==> src/rtl/timer_pkg.sv <==
// Shared definitions for the countdown clock: state encoding, BCD digit sizing,
// per-digit maxima and the bit positions of each digit in the packed value.
package timer_pkg;

  localparam int DIGIT_W = 4;

  localparam logic [DIGIT_W-1:0] MAX_MIN  = 4'd9;
  localparam logic [DIGIT_W-1:0] MAX_TENS = 4'd5;
  localparam logic [DIGIT_W-1:0] MAX_ONES = 4'd9;

  localparam int ONES_LSB = 0;
  localparam int TENS_LSB = 4;
  localparam int MIN_LSB  = 8;

  typedef enum logic [1:0] {
    IDLE  = 2'd0,
    RUN   = 2'd1,
    PAUSE = 2'd2,
    DONE  = 2'd3
  } state_t;

  // Out-of-range BCD entries from the front panel saturate at the digit maximum.
  function automatic logic [DIGIT_W-1:0] clamp_digit(input logic [DIGIT_W-1:0] d,
                                                     input logic [DIGIT_W-1:0] max);
    return (d > max) ? max : d;
  endfunction

endpackage

==> src/rtl/bcd_down_digit.sv <==
// One BCD down-counting digit with clear, parallel load and a borrow out that
// fires when a decrement wraps the digit from 0 back to MAX.
module bcd_down_digit
  import timer_pkg::*;
#(
  parameter logic [DIGIT_W-1:0] MAX = 4'd9
) (
  input  logic               clk,
  input  logic               resetn,
  input  logic               clr,
  input  logic               ld,
  input  logic [DIGIT_W-1:0] ld_val,
  input  logic               dec,
  output logic [DIGIT_W-1:0] value,
  output logic               borrow
);

  always_ff @(posedge clk) begin
    if (!resetn) begin
      value <= '0;
    end else if (clr) begin
      value <= '0;
    end else if (ld) begin
      value <= ld_val;
    end else if (dec) begin
      value <= (value == '0) ? MAX : value - 1'b1;
    end
  end

  assign borrow = dec && (value == '0);

endmodule

==> src/rtl/countdown_controller.sv <==
// Countdown clock sequencer: 1-second prescaler, M:ST:SO BCD down-count chain
// and the IDLE/RUN/PAUSE/DONE state machine driving the display and expiry pulse.
module countdown_controller
  import timer_pkg::*;
#(
  parameter int TICK_DIV = 50_000_000
) (
  input  logic        clk,
  input  logic        resetn,
  input  logic        load,
  input  logic [11:0] load_value,
  input  logic        start,
  input  logic        pause,
  input  logic        clear,
  output logic [11:0] digits,
  output logic        running,
  output logic        done,
  output logic        expired,
  output logic [1:0]  state
);

  localparam int PW = (TICK_DIV > 2) ? $clog2(TICK_DIV) : 1;
  localparam logic [PW-1:0] PRESC_LAST = PW'(TICK_DIV - 1);

  state_t        cur;
  logic [PW-1:0] presc;

  logic [DIGIT_W-1:0] ones_val, tens_val, min_val;
  logic               ones_borrow, tens_borrow, min_borrow;
  logic               load_ok, tick, final_tick, is_zero, go;

  assign digits  = {min_val, tens_val, ones_val};
  assign state   = cur;
  assign is_zero = (digits == 12'h000);
  assign go      = start && !pause;

  assign load_ok = load && !clear && (cur == IDLE || cur == DONE);
  assign tick    = (cur == RUN) && !clear && !pause && (presc == PRESC_LAST);
  // min_borrow can only fire if RUN were ever reached at 0:00; treat it as expiry too.
  assign final_tick = tick && ((digits == 12'h001) || min_borrow);

  bcd_down_digit #(.MAX(MAX_ONES)) u_ones (
    .clk    (clk),
    .resetn (resetn),
    .clr    (clear),
    .ld     (load_ok),
    .ld_val (clamp_digit(load_value[ONES_LSB +: DIGIT_W], MAX_ONES)),
    .dec    (tick),
    .value  (ones_val),
    .borrow (ones_borrow)
  );

  bcd_down_digit #(.MAX(MAX_TENS)) u_tens (
    .clk    (clk),
    .resetn (resetn),
    .clr    (clear),
    .ld     (load_ok),
    .ld_val (clamp_digit(load_value[TENS_LSB +: DIGIT_W], MAX_TENS)),
    .dec    (ones_borrow),
    .value  (tens_val),
    .borrow (tens_borrow)
  );

  bcd_down_digit #(.MAX(MAX_MIN)) u_min (
    .clk    (clk),
    .resetn (resetn),
    .clr    (clear),
    .ld     (load_ok),
    .ld_val (clamp_digit(load_value[MIN_LSB +: DIGIT_W], MAX_MIN)),
    .dec    (tens_borrow),
    .value  (min_val),
    .borrow (min_borrow)
  );

  // Commands resolve clear > load > pause > start; expired only fires on entry to DONE.
  always_ff @(posedge clk) begin
    if (!resetn) begin
      cur     <= IDLE;
      presc   <= '0;
      running <= 1'b0;
      done    <= 1'b0;
      expired <= 1'b0;
    end else begin
      expired <= 1'b0;
      if (clear) begin
        cur     <= IDLE;
        presc   <= '0;
        running <= 1'b0;
        done    <= 1'b0;
      end else if (load_ok) begin
        cur     <= IDLE;
        running <= 1'b0;
        done    <= 1'b0;
      end else begin
        case (cur)
          IDLE, DONE: begin
            if (go) begin
              if (is_zero) begin
                cur     <= DONE;
                running <= 1'b0;
                done    <= 1'b1;
                expired <= (cur == IDLE);
              end else begin
                cur     <= RUN;
                presc   <= '0;
                running <= 1'b1;
                done    <= 1'b0;
              end
            end
          end
          RUN: begin
            if (pause) begin
              cur     <= PAUSE;
              running <= 1'b0;
            end else if (presc == PRESC_LAST) begin
              presc <= '0;
              if (final_tick) begin
                cur     <= DONE;
                running <= 1'b0;
                done    <= 1'b1;
                expired <= 1'b1;
              end
            end else begin
              presc <= presc + 1'b1;
            end
          end
          PAUSE: begin
            if (go) begin
              cur     <= RUN;
              running <= 1'b1;
            end
          end
          default: begin
            cur     <= IDLE;
            running <= 1'b0;
            done    <= 1'b0;
          end
        endcase
      end
    end
  end

endmodule

==> config.mk <==
export PLATFORM = sky130hd
export DESIGN_NAME = countdown_controller
export DESIGN_NICKNAME = d
export VERILOG_FILES = /design/src/rtl/timer_pkg.sv /design/src/rtl/bcd_down_digit.sv /design/src/rtl/countdown_controller.sv
export SDC_FILE = /design/constraint.sdc
export NUM_CORES = 1
export LEC_CHECK = 0
export ABC_AREA = 1
export BUFFER_PORTS_ARGS = -buffer_cell sky130_fd_sc_hd__buf_2
export CORE_MARGIN = 5
export CORE_UTILIZATION = 50
export DETAILED_ROUTE_END_ITERATION = 8
export PLACE_DENSITY = 0.78
export REMOVE_ABC_BUFFERS = 1
export SYNTH_ARGS = -nofsm -noshare
export SYNTH_HDL_FRONTEND = slang
export SYNTH_HIERARCHICAL = 1
export SYNTH_SLANG_ARGS = --single-unit
export TNS_END_PERCENT = 10
==> constraint.sdc <==
create_clock -name clk -period 3.41 [get_ports clk]
set_input_delay 0.5115 -clock clk [delete_from_list [all_inputs] [get_ports clk]]
set_output_delay 0.5115 -clock clk [all_outputs]
set_load 0.005 [all_outputs]
* Word-level counts from Yosys, hierarchy flattened *
Index checks and enable logic that the tools add are counted.

word-level totals
  register bits = 43
  output and inout bits = 17

cells by class
  $add $sub $neg = 4
  bitwise operators = 2
  reduce and logical (&&, ||, !) cells = 29
  multiplexer cells = 43
  eq/ne operators = 13
  order comparisons = 3

operators with widths
  kind                                                            number
  two-way mux 26 bit                                              4
  case mux 26 bit (2 select lines)                                1
  two-way mux 4 bit                                               12
  adder 26 x 1 -> 26 bit (second input constant)                  1
  equality test 26 bit (second input constant)                    1
  two-way mux 1 bit                                               16
  equality test 12 x 1 -> 1 bit (second input constant)           1
  logical NOT 12 bit                                              1
  logical NOT 4 bit                                               3
  two-way mux 2 bit                                               6
  subtractor 4 x 1 -> 4 bit (second input constant)               3
  logical AND 1 bit                                               10
  != test 2 bit (second input constant)                           5
  AND reduction 5 bit                                             2
  greater-than comparator 4 bit (second input constant)           2
  nonzero test 2 bit                                              4
  case mux 2 bit (3 select lines)                                 1
  equality test 2 bit (second input constant)                     2
  greater-than comparator 4 x 3 -> 1 bit (second input constant)  1
  case mux 1 bit (2 select lines)                                 2
  AND reduction 4 bit                                             1
  OR reduction 2 bit                                              2
  != test 3 x 2 -> 1 bit (second input constant)                  1
  != test 3 bit (second input constant)                           1
  other kinds (8)                                                 11

* Logic depth before layout (Yosys ltp) *
Gate-level depths: netlist (run 1).

  depth in word-level cells = 13
  mapped depth = 20

* Modules after synthesis *
Netlist (run 1), hierarchy kept.

by module, submodules not included
  module                       times used  cells an instance  area each (sq um)
  countdown_controller         1           376                2,262.2
  bcd_down_digit at u_min ...  2           45                 277.8
  bcd_down_digit at u_tens     1           34                 215.2

* Least setup slack after synthesis (run 1) *
OpenSTA, ideal clock, no wires.

  kind = reg2reg
  start = register cur[1], in the netlist state[1]
  end = register running
  clock period less this slack = 3,088 ps
  stages on the path, launching flop included = 21
  path slack = 322 ps
  arrival = 2,973 ps
  cell sequence = dfxtp_1 inv_1 ha_1 buf_6 inv_2 nor2_4 inv_1 nor4_1 inv_2 nor3_1 nand3_1 nor2_1 inv_2 nor3_1 inv_1 nand2_1 nand3_1 nand2_1 nand3_1 nand2_1 nor2_1

between the ends
  cells in the longest elaborated chain, start to end = 11
  elaborated cells on any way between the ends = 22
  classes of those cells = 7 x eq/ne; 1 x mux; 14 x reduce/logical

ends and longest elaborated chain
  what                            RTL line                    source
  start, declared                 countdown_controller.sv:25  state_t cur;
  start signal, assigned          countdown_controller.sv:78  cur <= IDLE;
  start signal, assigned          countdown_controller.sv:86  cur <= IDLE;
  start signal, assigned          countdown_controller.sv:91  cur <= IDLE;
  equality test 2 x 1 -> 1 bit    countdown_controller.sv:38  assign tick = (cur == RUN) && !clear && !pause && (presc == PRESC_LAST);
  logical AND 1 bit (3 in a row)  countdown_controller.sv:38
  net tick                        countdown_controller.sv:30  logic load_ok, tick, final_tick, is_zero, go;
  logical AND 1 bit               bcd_down_digit.sv:30        assign borrow = dec && (value == '0);
  net ones_borrow                 countdown_controller.sv:29  logic ones_borrow, tens_borrow, min_borrow;
  logical AND 1 bit               bcd_down_digit.sv:30
  net tens_borrow                 countdown_controller.sv:29
  logical AND 1 bit               bcd_down_digit.sv:30
  net min_borrow                  countdown_controller.sv:29
  logical OR 1 bit                countdown_controller.sv:40  assign final_tick = tick && ((digits == 12'h001) || min_borrow);
  logical AND 1 bit               countdown_controller.sv:40
  != test 3 bit (no line)         --
  AND reduction 4 bit (no line)   --
  end signal, assigned            countdown_controller.sv:80  running <= 1'b0;
  end signal, assigned            countdown_controller.sv:88  running <= 1'b0;
  end signal, assigned            countdown_controller.sv:92  running <= 1'b0;
  end, declared                   countdown_controller.sv:16  output logic running,

The timed path passes the listed nets, and every way through them passes these cells.
A chain may end at the register's enable or synchronous reset.

* Worst setup path after layout (run 1) *
  start = register presc[0]
  end = register running

between the ends
  cells in the longest elaborated chain, start to end = 9
  elaborated cells on any way between the ends = 10
  classes of those cells = 3 x eq/ne; 7 x reduce/logical

ends and longest elaborated chain
  what                           RTL line                     source
  start, declared                countdown_controller.sv:26   logic [PW-1:0] presc;
  start signal, assigned         countdown_controller.sv:124  presc <= presc + 1'b1;
  equality test 26 bit           countdown_controller.sv:38
  logical AND 1 bit              countdown_controller.sv:38
  net tick                       countdown_controller.sv:30
  logical AND 1 bit              bcd_down_digit.sv:30
  net ones_borrow                countdown_controller.sv:29
  logical AND 1 bit              bcd_down_digit.sv:30
  net tens_borrow                countdown_controller.sv:29
  logical AND 1 bit              bcd_down_digit.sv:30
  net min_borrow                 countdown_controller.sv:29
  logical OR 1 bit               countdown_controller.sv:40
  logical AND 1 bit              countdown_controller.sv:40
  != test 3 bit (no line)        --
  AND reduction 4 bit (no line)  --

The timed path passes the listed nets, and every way through them passes these cells.

==> qor.txt, run 1 <==
Status - completed
Pwr Density - 318 mW/mm²
Total grt overflow - 0
Starting Density - 0.512
Min-Delay Path Class - reg2reg
Clock net sink count - 43
Clock latency on the worst-skew pair - 0.30 ns
Largest net degree at the start of global routing - 21
Crit-path max FO - 6
Share of layout cells above drive strength 1 - 0.156
Crit Reg-Reg Endpoint - running
I/O pins - 35
TritonCTS clock tree - yes
Post-DP HPWL - 5490 µm
Die Ht - 87.9 µm
Placement Rows - 28
Post-synthesis sequential area ratio - 0.284
MaxCap Viol Count - 0
Crit path DAT - 3.23 ns
Slew Limit Fails - 0
Final hold viol count - 0
Post CTS Setup Buffer Count - 0
Final wirelength - 7130 µm
Total track usage - 0.192
Final core occ - 0.567
Mean routed wirelength per cell - 11.6 µm
Vias per inst - 5.04
Global-route wire length before repair - 12000 µm
Min cycle time layout - 3.03 ns
Startpoint Class - flip-flop
Syn Inst Count - 500
Routability congestion estimate - 0.989
Core area - 0.00592 mm²
Final setup violation count - 0
Cells after DPL - 604
Clock skew - 0.00761 ns
# H-tree levels - 2
Hold Startpoint - presc[5]
Worst r2r path cells - 19
Crit Path Class - reg2reg
Hold depth - 2
Area growth, synth to finish - 10.6%
Vias in the first global route - 2799
Critical path capture point type - flip-flop
Number of diodes - 0
Leakage power - 1.47 nW
Tcrit/Tclk final - 0.889
Hold Path Sink - presc[5]
Pre-CTS WS - 0.247 ns
Die W - 87.9 µm
Post-CTS Hold Fix Bufs - 0
First drt pass iteration count - 5
Resized Gates After CTS - 0
Reg area - 861 µm²
Final ANT Viol Nets - 0
Vias - 3085
Final setup margin - 0.379 ns
WP data required - 3.61 ns
Relative slew slack - 0.553
Yosys cell types - 39
Non-filler instance count after layout - 612
Post-Syn Area per Cell - 6.07 µm²
VDD IR max - 0.000219 V
Iter 0 DRT Violations - 203
# DRC - 0
Fill cells - 591
#FFs+latches synth - 43
Multi-input gate area - 0.00178 mm²
Clock buffer depth - 2
Initial antenna violation count - 0
Least-Margin Pin Slew - 0.670 ns
IO Port Bufs - 34
Total die area - 0.00772 mm²
Ys Warns - 6
Clock transition at path regs - 0.08 ns
Synthesized area - 0.00303 mm²
Setup TNS - 0 ns
Inserted Clock Buffers - 5
RR Startpoint - presc[0]
Achievable frequency - 330 MHz
Reg2reg setup slack - 0.38 ns
Clock root cell - clkbuf_8
Nets - 558
==> cell usage after synthesis <==
| master | number | area (µm²) |
|---|---|---|
| o31ai_1 | 1 | 7.51 |
| o21ai_0 | 12 | 60.1 |
| dfxtp_1 | 43 | 861 |
| o21bai_1 | 1 | 7.51 |
| nor2_1 | 90 | 338 |
| o21ai_2 | 1 | 8.76 |
| nor3_2 | 1 | 10.0 |
| inv_1 | 78 | 293 |
| nand2_1 | 115 | 432 |
| a21oi_4 | 1 | 16.3 |
| ha_1 | 4 | 50.1 |
| nand4_1 | 9 | 56.3 |
| o211ai_1 | 1 | 7.51 |
| a21oi_1 | 26 | 130 |
| or3b_2 | 1 | 8.76 |
| o21ai_1 | 6 | 30.0 |
| xor2_1 | 3 | 26.3 |
| a21oi_2 | 3 | 26.3 |
| a211o_1 | 1 | 8.76 |
| nand2_2 | 3 | 18.8 |
| clkbuf_1 | 2 | 7.51 |
| nand3_1 | 45 | 225 |
| or2_0 | 1 | 6.26 |
| and2_1 | 5 | 31.3 |
| or2_2 | 2 | 12.5 |
| nor3b_1 | 3 | 22.5 |
| inv_2 | 8 | 30.0 |
| inv_6 | 1 | 8.76 |
| nor2_4 | 5 | 56.3 |
| buf_6 | 6 | 67.6 |
| nand3b_1 | 1 | 7.51 |
| nor2_2 | 7 | 43.8 |
| nand2_8 | 1 | 20.0 |
| nor4_1 | 1 | 6.26 |
| nor2_8 | 1 | 20.0 |
| nor3_1 | 7 | 35.0 |
| nand3_4 | 1 | 17.5 |
| conb_1 | 1 | 3.75 |
| a22oi_1 | 2 | 15.0 |
==> cells by family after synthesis <==
kind of cell,after synthesis,share of synthesized area
flip-flops,43,0.284
XOR/XNOR,3,0.00866
buffers and inverters,95,0.134
AO/OA/AOI/OAI,55,0.105
adder cells (fa/ha/maj),4,0.0165
other,1,0.00124
AND/OR/NAND/NOR,299,0.451
==> power by group <==
group | internal, mW | total (mW) | switching (mW)
clock | 0.185 | 0.365 | 0.179
sequential | 0.510 | 0.520 | 0.00993
combinational | 0.0624 | 0.183 | 0.120
total | 0.757 | 1.07 | 0.309
==> per-stage QoR <==
step,power [mW],hold WS [ns],instance area [µm²]
2_1_floorplan,0.662,0.421,2960
3_3_place_gp,0.711,0.431,3240
3_5_place_dp,0.713,0.438,3240
4_1_cts,1.07,0.450,3340
5_1_grt,1.12,0.477,3350
6_report,1.07,0.445,3350
==> layout make-up <==
class                           instances  area share
Tap cell                               75      0.0280
Inverter                               87      0.0988
Multi-Input combinational cell        362       0.529
Sequential cell                        43       0.257
Clock buffer                            8      0.0298
Timing Repair Buffer                   37      0.0574
==> sequential cells by signal, indices dropped and copies added (netlist names) <==
name / cells
presc: 26
u_min/value: 4
u_tens/value: 4
u_ones/value: 4
running: 1
state: 2
expired: 1
done: 1
==> worst max-delay path by stage <==
| stage | start | end | slack (ns) | cells after the start |
|---|---|---|---|---|
| floorplan | state[1] | running | 0.24 | 19 |
| global route | presc[0] | running | -0.01 | 19 |
| finish | presc[0] | running | 0.38 | 19 |
| CTS | presc[0] | running | 0.24 | 19 |
| global placement | presc[0] | state[1] | 0.37 | 19 |
| detailed placement | presc[0] | running | 0.25 | 19 |
==> cell usage in the layout (no fill, tap or decap), types with 6 or more instances in the layout <==
cell      count
o21ai_0      12
nand3_1      45
inv_2         9
nor3_1        6
nor2_1       89
o21ai_1       6
nor2_2        8
nand2_1     115
inv_1        77
buf_2        34
nand4_1       9
dfxtp_1      43
a21oi_1      26
clkbuf_8      7
==> worst max-delay path, stage by stage, from the launching register on <==
cell     delay (ns)
dfxtp_1        0.39
ha_2           0.25
nand3_1        0.13
inv_2          0.13
nand3_1        0.11
nor4_1         0.25
buf_4          0.20
inv_2          0.05
nor3_2         0.25
nand3_1        0.18
nor2_2         0.15
inv_2          0.07
nor3_1         0.17
inv_1          0.05
nand2_1        0.08
nand3_1        0.10
nand2_1        0.15
nand3_1        0.09
nand2_1        0.08
nor2_1         0.04
==> per-layer routing <==
metal	global-route usage	part of all wire	up-vias
li1	-	-	1636
met1	0.263	0.49	1366
met2	0.305	0.44	72
met3	0.0292	0.044	11
met4	0.0683	0.016	0
met5	0	0	-
No activity file was read; power rests on OpenSTA's default activity.
==> run 2: changes to the inputs <==
CORE_UTILIZATION = 55   (was 50)
PLACE_DENSITY = 0.84   (was 0.78)
==> run 2 against run 1 <==
Combinational power barely moved; critical path type unchanged; largest power group unchanged; critical endpoint is now state[1]; first-iteration DRC count rose by 41%; clock skew barely moved.
==> qor.txt, run 2 (synthesis results as in run 1) <==
Vias in the first global route - 2945
Status - completed
Resized Gates After CTS - 0
Inserted Clock Buffers - 5
Startpoint Class - flip-flop
Crit Reg-Reg Endpoint - state[1]
Largest register by flop count - presc
Max reg flops - 26
Starting Density - 0.558
RSZ-0062 raised after global routing - no
Hold depth - 2
Die Ht - 84.3 µm
Share of layout cells above drive strength 1 - 0.155
Area growth, synth to finish - 10.9%
Total track usage - 0.208
Total die area - 0.00710 mm²
Crit path DAT - 3.20 ns
Routability congestion estimate - 0.917
Slew Limit Fails - 0
Iter 0 DRT Violations - 287
Final core occ - 0.618
Largest net degree at the start of global routing - 21
Least-Margin Pin Slew - 0.677 ns
Crit Path Class - reg2reg
Post-DP HPWL - 5570 µm
IO Port Bufs - 34
TritonCTS clock tree - yes
Clock skew - 0.00737 ns
Post CTS Setup Buffer Count - 0
Critical path capture point type - flip-flop
Leakage power - 1.49 nW
Setup TNS - 0 ns
Final setup violation count - 0
Min-Delay Path Class - reg2reg
Mean routed wirelength per cell - 11.7 µm
Final ANT Viol Nets - 0
Die W - 84.3 µm
Clock buffer depth - 2
Tcrit/Tclk final - 0.882
VDD IR max - 0.000248 V
Worst r2r path cells - 19
Relative slew slack - 0.548
Launch point of the worst path - presc[0]
Vias - 3143
# DRC - 0
RR Startpoint - presc[0]
Reg2reg setup slack - 0.40 ns
Nets - 558
MaxCap Viol Count - 0
Achievable frequency - 332 MHz
Min cycle time layout - 3.01 ns
Clock net sink count - 43
Core area - 0.00544 mm²
Final hold viol count - 0
# H-tree levels - 2
Pwr Density - 332 mW/mm²
Final wirelength - 7130 µm
Crit-path max FO - 6
First drt pass iteration count - 4
I/O pins - 35
Post-CTS Hold Fix Bufs - 0
Placement Rows - 27
Clock latency on the worst-skew pair - 0.29 ns
Clock root cell - clkbuf_8
Vias per inst - 5.16
Number of diodes - 0
Commonest non-fill, non-tap cell in the layout - nand2_1
Clock transition at path regs - 0.08 ns
Hold Path Sink - presc[5]
WP data required - 3.60 ns
Fill cells - 522
Hold Startpoint - presc[5]
Global-route wire length before repair - 12500 µm
Total grt overflow - 0
Initial antenna violation count - 0
Most frequent cells in the layout - nand2_1, nor2_1, inv_1
## run 2: cell count changes in the layout (fill, tap and decap cells not counted), sizes merged
cell	change
clkinv	+1
clkbuf	-2
bufinv	+1
## run 2: layout make-up
cell class,instances,area (µm²),share of cell area
multi-input cells,362,1770,0.526
well taps,72,90.1,0.0268
clock buffers,6,82.6,0.0246
inverters,87,332,0.0986
flip-flops and latches,43,861,0.256
repair buffers,37,193,0.0573
clock inverters,2,35.0,0.0104
## run 2: through the flow
stage,setup slack (ns),cells,power [mW],instance area (µm²),hold WS [ns]
after global placement,0.438,601,0.710,3240,0.435
after detailed placement,0.303,601,0.714,3240,0.438
after floorplan,0.243,492,0.662,2960,0.421
final,0.402,609,1.12,3360,0.446
after CTS,0.251,609,1.12,3360,0.450
after global routing,0.0238,609,1.17,3360,0.503
## run 2: worst max path at each step
stage,endpoint,cells past startpoint
floorplan,running,19
global placement,state[1],19
detailed placement,state[1],19
CTS,state[1],19
global route,state[1],19
finish,state[1],19
## run 2: per-layer routing
metal  GRT usage  share of wire  vias up
met5           0              0        -
met4      0.0746         0.0091        0
met3      0.0402          0.060       11
met2       0.349           0.48       90
met1       0.264           0.45     1410
li1            -              -     1632
## run 2: worst max-delay path: stages, from the launching register on
cell	delay, ns
dfxtp_1	0.40
ha_1	0.27
nand3_1	0.14
inv_2	0.13
nand3_1	0.12
nor4_1	0.20
buf_4	0.19
inv_2	0.05
nor3_2	0.22
nand3_1	0.15
nor2_1	0.17
inv_2	0.07
nor3_1	0.16
inv_1	0.06
nand2_1	0.09
nand3_1	0.10
nand2_1	0.16
nand3_1	0.10
nand2_1	0.09
nor2_1	0.04
## run 2: power by group
group / total, mW / switching [mW] / internal [mW]
registers: 0.519 / 0.00951 / 0.510
clock network: 0.413 / 0.176 / 0.237
logic: 0.184 / 0.122 / 0.0623
==> run 3: changes to the inputs <==
ABC_AREA = not set   (was 1)
CORE_UTILIZATION = 52   (was 55)
clock period = 2.5 ns   (was 3.41 ns; I/O delays follow)
==> run 3 against run 2 <==
The flow now finishes with violations (setup timing); synthesized cell count is 39% lower; die area is 10% lower; setup slack worse by 2.0 ns; critical path type unchanged; critical endpoint is now running.
==> qor.txt, run 3 <==
Final wirelength - 8420 µm
Starting Density - 0.538
Most common cell in the netlist - dfxtp_1
Cell taking the most area after synthesis - dfxtp_1
Syn Inst Count - 304
Hold slack - 0.419 ns
First drt pass iteration count - 5
GRT met2 Usage - 0.406
Min-Delay Path Class - in2reg
Core area - 0.00472 mm²
Clock buffer depth - 2
Clock skew - 0.0127 ns
MaxCap Viol Count - 0
Simple-gate share of the synthesized area - 0.352
Least-Margin Pin Slew - 0.586 ns
Die W - 79.9 µm
GRT Max-Usage Layer - met2
Final setup margin - -1.63 ns
Final core occ - 0.722
Die Ht - 79.9 µm
I/O pins - 35
Min cycle time layout - 4.13 ns
WP data required - 2.68 ns
Status - finished, violations left
Launch point of the worst path - presc[11]
Synth top area share - 0.339
Fill cells - 318
GRT met3 Usage - 0.0440
Achievable frequency - 242 MHz
Initial antenna violation count - 0
Reg2reg setup slack - -1.63 ns
Total grt overflow - 0
Largest family of logic cells by synthesized area - simple AND/OR/NAND/NOR gates
Synth cell count leaders - dfxtp_1, nand2_1, nor2_1
Crit path DAT - 4.31 ns
Total die area - 0.00638 mm²
Largest net degree at the start of global routing - 27
Vias in the first global route - 2694
Synth area leaders - dfxtp_1, xnor2_1, a21oi_1, nand2_1, nor2_1
Yosys cell types - 53
Clock latency on the worst-skew pair - 0.30 ns
Number of flops mapped to enable cells by yosys - 0
Routability congestion estimate - 0.918
Design Area, Final - 0.00341 mm²
TritonCTS clock tree - yes
Nets - 422
# H-tree levels - 2
Post-Syn Area per Cell - 8.36 µm²
#FFs+latches synth - 43
Post-synthesis sequential area ratio - 0.339
Post-DP HPWL - 5060 µm
Share of layout cells above drive strength 1 - 0.346
Mux share of post-synthesis cell area - 0.00394
Final ANT Viol Nets - 0
Iter 0 DRT Violations - 284
Max reg flops - 26
VDD IR max - 0.000305 V
Placed Area - 0.00317 mm²
Vias per inst - 6.34
RR Startpoint - presc[11]
Commonest non-fill, non-tap cell in the layout - buf_4
Crit Reg-Reg Endpoint - running
Crit Path Class - reg2reg
Setup TNS - -12.88 ns
Ys Warns - 6
# DRC - 0
Worst r2r path cells - 16
RSZ-0062 raised after global routing - yes
Synthesized area - 0.00254 mm²
Clock root cell - clkbuf_8
Xor/xnor share of the synthesized area - 0.0690
Non-filler instance count after layout - 466
Vias - 2954
Post-CTS Hold Fix Bufs - 0
Total track usage - 0.233
Post-synthesis compound-gate area fraction - 0.176
Startpoint Class - flip-flop
Hold Startpoint - load_value[11]
Relative slew slack - 0.606
Critical path capture point type - flip-flop
Adder-Cell Fraction of Synth Area - 0.0197
GR met1 Demand/Resource - 0.271
Placement Rows - 25
Tcrit/Tclk final - 1.65
Slew Limit Fails - 0
Number of diodes - 0
Most frequent cells in the layout - buf_4, dfxtp_1, buf_2
Leakage power - 1.31 nW
Clock transition at path regs - 0.08 ns
Hold Path Sink - u_min/value[3]
Inserted Clock Buffers - 5
Largest register by flop count - presc
Final hold viol count - 0
Clock net sink count - 43
Global-route wire length before repair - 11900 µm
Final setup violation count - 15
IO Port Bufs - 34
Asr flop ratio synth - 0
Cells after DPL - 452
Failing checks - setup timing
Crit-path max FO - 3
Mean routed wirelength per cell - 18.1 µm
Hold depth - 3
Area growth, synth to finish - 34.2%
Pwr Density - 399 mW/mm²
Top FF cell, synth - dfxtp_1
run 3: power by group:
group | internal (mW) | switching, mW | leakage (nW)
Combinational | 0.0867 | 0.144 | 0.929
Clock | 0.187 | 0.236 | 0.0371
Sequential | 0.693 | 0.0123 | 0.348
run 3: per-layer routing:
metal	vias up	routed length, µm
met3	77	692
met2	228	3870
met4	0	669
met1	1343	3190
li1	1306	-
met5	-	0
run 3: worst max path at each step:
stage / to / slack, ns / cells past startpoint
after floorplan: done / -1.75 / 13
after global placement: done / -1.43 / 13
after detailed placement: done / -1.51 / 13
after CTS: done / -1.45 / 13
after global routing: state[1] / -1.76 / 17
final: running / -1.63 / 16
run 3: timing repair:
item,CTS,global route
pin swaps,8,8
buffers inserted,5,3
gates resized for setup,9,12
endpoints found under the setup margin,14,18
run 3: logic make-up after synthesis:
logic type,after synthesis
AOI/OAI and AO/OA,62
xor gates and xnor gates,20
adders and majority gates,4
buffers and inverters,22
DFF,43
muxes,1
other,1
and+or+nand+nor,151
run 3: stage by stage:
stage	setup slack [ns]	power, mW
5_1_grt	-1.76	1.41
3_3_place_gp	-1.43	0.910
2_1_floorplan	-1.75	0.826
6_report	-1.63	1.36
3_5_place_dp	-1.51	0.918
4_1_cts	-1.45	1.32
run 3: area by class of cell:
cell class | instances | area, µm² | share of cell area
sequential | 43 | 862 | 0.253
clock buffer | 6 | 72.6 | 0.0213
multi-input combinational | 239 | 1690 | 0.495
timing repair buffer | 96 | 648 | 0.190
tap | 67 | 83.8 | 0.0246
inverter | 15 | 56.3 | 0.0165
run 3: critical path, stage by stage (launching register included):
cell and delay (ns):
dfxtp_2 0.34, or4b_4 0.55, nor4_4 0.26, nand2_2 0.14, nor3_2 0.23, or3b_4 0.44
nor3_4 0.13, nand2b_1 0.15, nor4_4 0.22, or3b_4 0.44, nor3_4 0.14, a41o_1 0.19
a41oi_2 0.13, buf_4 0.15, buf_4 0.13, o21ai_0 0.29, a21oi_2 0.09
